## config.mk

```make
export PLATFORM = sky130hd
export DESIGN_NAME = mem_arbiter
export DESIGN_NICKNAME = d
export VERILOG_FILES = /design/src/rtl/mem_arbiter.sv
export SDC_FILE = /design/constraint.sdc
export NUM_CORES = 1
export LEC_CHECK = 0
export CAP_MARGIN = 20
export CORE_MARGIN = 4
export CORE_UTILIZATION = 31
export CTS_CLUSTER_DIAMETER = 80
export DETAILED_ROUTE_END_ITERATION = 8
export PLACE_DENSITY = 0.77
export SLEW_MARGIN = 5
export SYNTH_ARGS = -nofsm -noshare
export SYNTH_HDL_FRONTEND = slang
export SYNTH_SLANG_ARGS = --single-unit
```

## constraint.sdc

```tcl
create_clock -name clk -period 1.2 [get_ports clk]
set_input_delay 0.12 -clock clk [delete_from_list [all_inputs] [get_ports clk]]
set_output_delay 0.12 -clock clk [all_outputs]
set_load 0.1 [all_outputs]
```

## src/rtl/mem_arbiter.sv

```systemverilog
`default_nettype none
// +----------------------------------------------------------------------------+
// | mem_arbiter : round-robin arbiter of NUM_CH requesters onto one memory port |
// | Revision    : 1.0                                                          |
// +----------------------------------------------------------------------------+
module mem_arbiter #(
    parameter int NUM_CH  = 2,
    parameter int DATA_W  = 16,
    parameter int TIMEOUT = 0
) (
    input  logic                       clk,
    input  logic                       rst,
    input  logic [NUM_CH-1:0]          ch_read,
    input  logic [NUM_CH-1:0]          ch_write,
    input  logic [NUM_CH*DATA_W/8-1:0] ch_wmask,
    input  logic [NUM_CH*DATA_W-1:0]   ch_address,
    input  logic [NUM_CH*DATA_W-1:0]   ch_wdata,
    output logic [NUM_CH-1:0]          ch_resp,
    output logic [NUM_CH*DATA_W-1:0]   ch_rdata,
    output logic                       mem_read,
    output logic                       mem_write,
    output logic [DATA_W/8-1:0]        mem_byte_enable,
    output logic [DATA_W-1:0]          mem_address,
    output logic [DATA_W-1:0]          mem_wdata,
    input  logic                       mem_resp,
    input  logic [DATA_W-1:0]          mem_rdata,
    output logic                       timeout_err
);

    localparam int IDX_W = $clog2(NUM_CH);
    localparam int BE_W  = DATA_W / 8;

    typedef enum logic [0:0] {
        S_IDLE = 1'b0,
        S_BUSY = 1'b1
    } state_t;

    state_t             r_state;
    logic [IDX_W-1:0]   r_grant;
    logic [IDX_W-1:0]   r_last;
    logic [DATA_W-1:0]  r_addr;
    logic [DATA_W-1:0]  r_wdata;
    logic [BE_W-1:0]    r_byte_enable;
    logic               r_mem_read;
    logic               r_mem_write;

    logic [NUM_CH-1:0]  w_req;
    logic               w_found;
    logic [IDX_W-1:0]   w_grant;
    logic               w_sel_write;
    logic [DATA_W-1:0]  w_sel_addr;
    logic [DATA_W-1:0]  w_sel_wdata;
    logic [BE_W-1:0]    w_sel_wmask;
    logic               w_timeout;

    assign w_req = ch_read | ch_write;

    // Descending offset so the channel closest after r_last is assigned last and wins.
    always_comb begin
        w_found = 1'b0;
        w_grant = '0;
        for (int i = NUM_CH; i >= 1; i--) begin
            for (int j = 0; j < NUM_CH; j++) begin
                if (w_req[j] && (((int'(r_last) + i) % NUM_CH) == j)) begin
                    w_found = 1'b1;
                    w_grant = IDX_W'(j);
                end
            end
        end
    end

    always_comb begin
        w_sel_write = 1'b0;
        w_sel_addr  = '0;
        w_sel_wdata = '0;
        w_sel_wmask = '0;
        for (int j = 0; j < NUM_CH; j++) begin
            if (w_grant == IDX_W'(j)) begin
                w_sel_write = ch_write[j];
                w_sel_addr  = ch_address[j*DATA_W +: DATA_W];
                w_sel_wdata = ch_wdata[j*DATA_W +: DATA_W];
                w_sel_wmask = ch_wmask[j*BE_W +: BE_W];
            end
        end
    end

    always_ff @(posedge clk) begin
        if (rst) begin
            r_state       <= S_IDLE;
            r_grant       <= '0;
            r_last        <= IDX_W'(NUM_CH - 1);
            r_addr        <= '0;
            r_wdata       <= '0;
            r_byte_enable <= '0;
            r_mem_read    <= 1'b0;
            r_mem_write   <= 1'b0;
        end else begin
            case (r_state)
                S_IDLE: begin
                    if (w_found) begin
                        r_state       <= S_BUSY;
                        r_grant       <= w_grant;
                        r_last        <= w_grant;
                        r_addr        <= w_sel_addr;
                        r_wdata       <= w_sel_wdata;
                        r_byte_enable <= w_sel_write ? w_sel_wmask : {BE_W{1'b1}};
                        r_mem_write   <= w_sel_write;
                        r_mem_read    <= ~w_sel_write;
                    end
                end
                S_BUSY: begin
                    if (mem_resp || w_timeout) begin
                        r_state     <= S_IDLE;
                        r_mem_read  <= 1'b0;
                        r_mem_write <= 1'b0;
                    end
                end
                default: r_state <= S_IDLE;
            endcase
        end
    end

    generate
        if (TIMEOUT > 0) begin : g_timeout
            localparam int CNT_W = $clog2(TIMEOUT + 1);
            logic [CNT_W-1:0] r_cnt;

            // Held at zero while idle, so it starts from zero on every BUSY entry.
            always_ff @(posedge clk) begin
                if (rst || (r_state == S_IDLE)) begin
                    r_cnt <= '0;
                end else if (!mem_resp) begin
                    r_cnt <= r_cnt + CNT_W'(1);
                end
            end

            assign w_timeout   = (r_state == S_BUSY) && !mem_resp && (r_cnt == CNT_W'(TIMEOUT));
            assign timeout_err = w_timeout & ~rst;
        end else begin : g_no_timeout
            assign w_timeout   = 1'b0;
            assign timeout_err = 1'b0;
        end
    endgenerate

    always_comb begin
        ch_resp  = '0;
        ch_rdata = '0;
        for (int j = 0; j < NUM_CH; j++) begin
            if ((r_state == S_BUSY) && mem_resp && !rst && (r_grant == IDX_W'(j))) begin
                ch_resp[j]                    = 1'b1;
                ch_rdata[j*DATA_W +: DATA_W]  = mem_rdata;
            end
        end
    end

    assign mem_read        = r_mem_read & ~rst;
    assign mem_write       = r_mem_write & ~rst;
    assign mem_byte_enable = r_byte_enable;
    assign mem_address     = r_addr;
    assign mem_wdata       = r_wdata;

endmodule
`default_nettype wire

```

# Word-level counts from Yosys, hierarchy flattened
# Cells that the tools add are included.
dict set report word_totals {
  regBits 39
  input_bits 91
  word_cells 60
}
dict set report classes {
  n_addsub 2
  eq_ne 4
  muxes 24
  bitwise_logic 9
  n_reduce_logical 13
}
# op n
set ops {}
lappend ops {{zero test 32 bit} 2}
lappend ops {{two-way mux 16 bit} 4}
lappend ops {{two-way mux 1 bit} 15}
lappend ops {{logical AND 1 bit} 8}
lappend ops {{case mux 1 bit (2 select lines)} 3}
lappend ops {{equality test 2 bit (second input constant)} 2}
lappend ops {{two-way mux 2 bit} 2}
lappend ops {{inequality test 2 bit (second input constant)} 2}
lappend ops {{NOT 1 bit} 4}
lappend ops {{AND reduction 2 bit} 2}
lappend ops {{adder 1 bit (second input constant)} 2}
lappend ops {{bitwise AND 1 bit} 2}
lappend ops {{bitwise AND 1 bit (first input constant)} 2}
lappend ops {{OR 2 bit} 1}
lappend ops {{zero test 1 bit} 1}

# Logic depth before layout (Yosys ltp)
dict set report depth {
  depth_word 11
  ltp_mapped 6
  depth_no_buf 4
}

# Worst setup path before layout
# OpenSTA, ideal clock, no wires.
dict set report synth_timing {
  path_kind {register to output}
  from {register r_state}
  to {output port ch_rdata[22]}
  t_arrival_ns 2.180
  required_ns 1.080
  slack_ns -1.100
  path_stages_with_launch 6
  cell_sequence {dfxtp_1 > buf_2 > nand2_1 > nor3b_2 > buf_2 > and2_1}
}
dict set report synth_via {
  elab_chain_len 4
}
# element line_no
set synth_lines {}
lappend synth_lines {{start, declared} 38} ;# state_t r_state;
lappend synth_lines {{start signal, assigned} 89} ;# r_state <= S_IDLE;
lappend synth_lines {{start signal, assigned} 101} ;# r_state <= S_BUSY;
lappend synth_lines {{start signal, assigned} 113} ;# r_state <= S_IDLE;
lappend synth_lines {{logical AND 1 bit (3 in series)} 149} ;# if ((r_state == S_BUSY) && mem_resp && !rst && (r_grant == IDX_W'(j))) begin
lappend synth_lines {{two-way mux 16 bit} 149}
lappend synth_lines {{end, declared} 19} ;# output logic [NUM_CH*DATA_W-1:0] ch_rdata,
# Every way passes these cells.

# Final worst setup path
dict set report layout_timing {
  from {register r_state}
  to {output port ch_rdata[24]}
}
# The elaborated chain is that of the path after synthesis.

==> results.yml <==
place:
  place_area_sq_um: 4830
  gp_congestion: 0.724
  portBuffers: 160
  dp_hpwl_um: 6340
timing:
  period_minus_slack_ps: 1510
  rsz0062_at_grt: "true"
  hold_ws_ps: 359
  timing.fmax_ghz: 0.663
  fin_crit_sh_pct: 126
  hold_violations: 0
  setup_viol_count_final: 72
  clock-skew-final_ps: 9.04
  setup_ws_ps: -308
  slew_viol_final: 0
clock_network:
  cts_sinks: 39
  insertion_delay_ps: 280
  numCtsBuffers: 5
  clockRootBuffer: "clkbuf_8"
  path_clk_slew_ps: 70
  h-tree-depth: 2
  cts_tree: "yes"
  cts.path.max_buffers: 2
yosys:
  ys_ff_latch: 39
  yosysMostFrequentCell: "nand2_1"
  synth.top_cell.area_share_pct: 35.6
  synth_edf_count: 0
  ys_seq_area_share_pct: 35.6
  syn_inst: 257
  syn_nets: 348
  synth_ff_type: "dfxtp_1"
  synthTopCellsByCount: "69 x nand2_1, 39 x dfxtp_1, 35 x nor2_1"
  yosys-top-cells-area: "dfxtp_1 36%, a311oi_2 21%, nand2_1 12%"
  async_flop_share_pct: 0
  yosysTopAreaCell: "dfxtp_1"
  synthDistinctLibCells: 27
  avgSynthCellArea_sq_um: 8.54
  ys_warn_count: 0
  synth_area_sq_um: 2190
worst_setup_path:
  critical_path_class: "register to primary output"
  crit_required_ps: 1080
  rr_endpoint: "mem_wdata[12]"
  crit_path_end_kind: "primary output"
  crit_path_start_kind: "register"
  path_max_fanout: 9
  crit-reg2reg-launch: "r_state"
  arrival_ps: 1390
  reg2reg_slack_ps: -310
  r2r_cells: 8
outcome:
  outcome: "finished, violations left"
  violations: "negative setup slack"
power_and_ir_drop:
  powerDensity_nw_per_um2: 1010
  total_power_mw: 5.55
  ir_drop_mv: 0.859
  power_leakage_nw: 2.18
floorplanning:
  start_util_pct: 32.1
  io_pins: 162
  die_area_sq_um: 8490
  std_cell_rows: 30
  die_x_um: 92.1
  core_area_sq_um: 6830
  die_y_um: 92.1
final_layout:
  drive_gt1_share_pct: 58.0
  final_net_count: 535
  final_util_pct: 80.2
  multiInputGateArea_sq_um: 1480
  syn_to_final_growth_pct: 150
  regArea_sq_um: 828
  nFillCells: 411
  fin_area_sq_um: 5480
hold_path:
  min_to: "r_state"
  min_from: "mem_resp"
  hold_path.class: "input pin to register"
  hold_depth: 3
job:
  max_cap_violations: 0
routing:
  wl_um: 9440
  route.antenna.remaining_nets: 0
  dr_total_vias: 2642
  dr.pass1.iters: 4
  drc: 0
  routedWlPerCell_um: 17.4
  via_per_inst: 4.87
  drt_iter0_drc: 62
global_routing:
  overflow: 0
  grt_pass1_wl_um: 13800
  grtUsageTotal_pct: 20.7
  antenna_found_initial: 1
  first_global_vias: 2739
  grt_max_degree: 42
how the worst max path moves through the flow:
stage	startpoint	end	slack, ps
2_1_floorplan	r_state	ch_rdata[22]	-280
3_3_place_gp	ch_read[0]	mem_wdata[14]	-470
3_5_place_dp	ch_read[0]	mem_address[13]	-530
4_1_cts	r_state	ch_rdata[24]	-330
5_1_grt	r_state	ch_rdata[22]	-380
6_report	r_state	ch_rdata[24]	-310
critical path: stages, from the launching register on:
cell     delay, ps
dfxtp_4        360
nand2_4         60
nor3b_4        210
buf_6          160
and2_4         150
buf_12         160
state kept, by name, summed over array words and instances, names as in the netlist:
name / flops
r_state: 1
mem_wdata: 16
r_last: 1
r_mem_write: 1
mem_address: 16
r_mem_read: 1
r_grant: 1
mem_byte_enable: 2
metal layers:
layer / global-route usage (%) / wire (um)
met5: 0 / 0
met4: 7.30 / 225
met3: 6.48 / 850
met2: 39.7 / 5080
met1: 20.8 / 3280
layout by cell type (no fill, tap or decap), drive strengths merged:
cell and count:
a211oi 1, a21oi 3, a2bb2oi 1, a311oi 35
and2 32, buf 112, clkbuf 9, clkdlybuf4s15 2
clkdlybuf4s50 84, clkinv 1, clkinvlp 1, conb 1
dfxtp 39, diode 1, dlygate4sd2 2, inv 1
nand2 69, nand2b 1, nor2 36, nor2b 4
nor3 2, nor3b 1, nor4 1, o21a 2
o21ai 3, o21ba 1, or2 1
kinds of logic after synthesis:
| group | share of synthesized area (%) |
|---|---|
| flops | 35.6 |
| simple gates | 31.1 |
| buf+inv | 7.01 |
| compound gates | 26.1 |
| other cells | 0.171 |
area by class of cell:
type | count | share of cell area [%]
Clock buffer | 6 | 1.32
Inverter | 1 | 0.0685
Clock inverter | 2 | 0.228
Antenna cell | 1 | 0.0457
Timing Repair Buffer | 203 | 53.9
Tap cell | 96 | 2.19
Sequential cell | 39 | 15.1
Multi-Input combinational cell | 194 | 27.1
through the flow:
step | worst slack (ps) | std cells | TNS (ps)
2_1_floorplan | -285 | 257 | -7020
3_3_place_gp | -468 | 509 | -27600
3_5_place_dp | -525 | 509 | -29180
4_1_cts | -333 | 537 | -18960
5_1_grt | -376 | 542 | -21320
6_report | -308 | 542 | -17450
report_power, final:
part | internal, mW | switching, mW | leakage (nW)
clock | 0.407 | 0.468 | 0.0412
sequential | 1.46 | 0.156 | 0.335
combinational | 1.35 | 1.72 | 1.81
timing repair:
action                                  in CTS  in global routing
resized for setup                           39                 37
pin swaps                                   28                 25
cloned                                       9                  2
endpoints found under the setup margin      72                 72
setup buffers                               11                  6
hold buffers                                 0                  0
No activity file was read; power rests on OpenSTA's default activity.
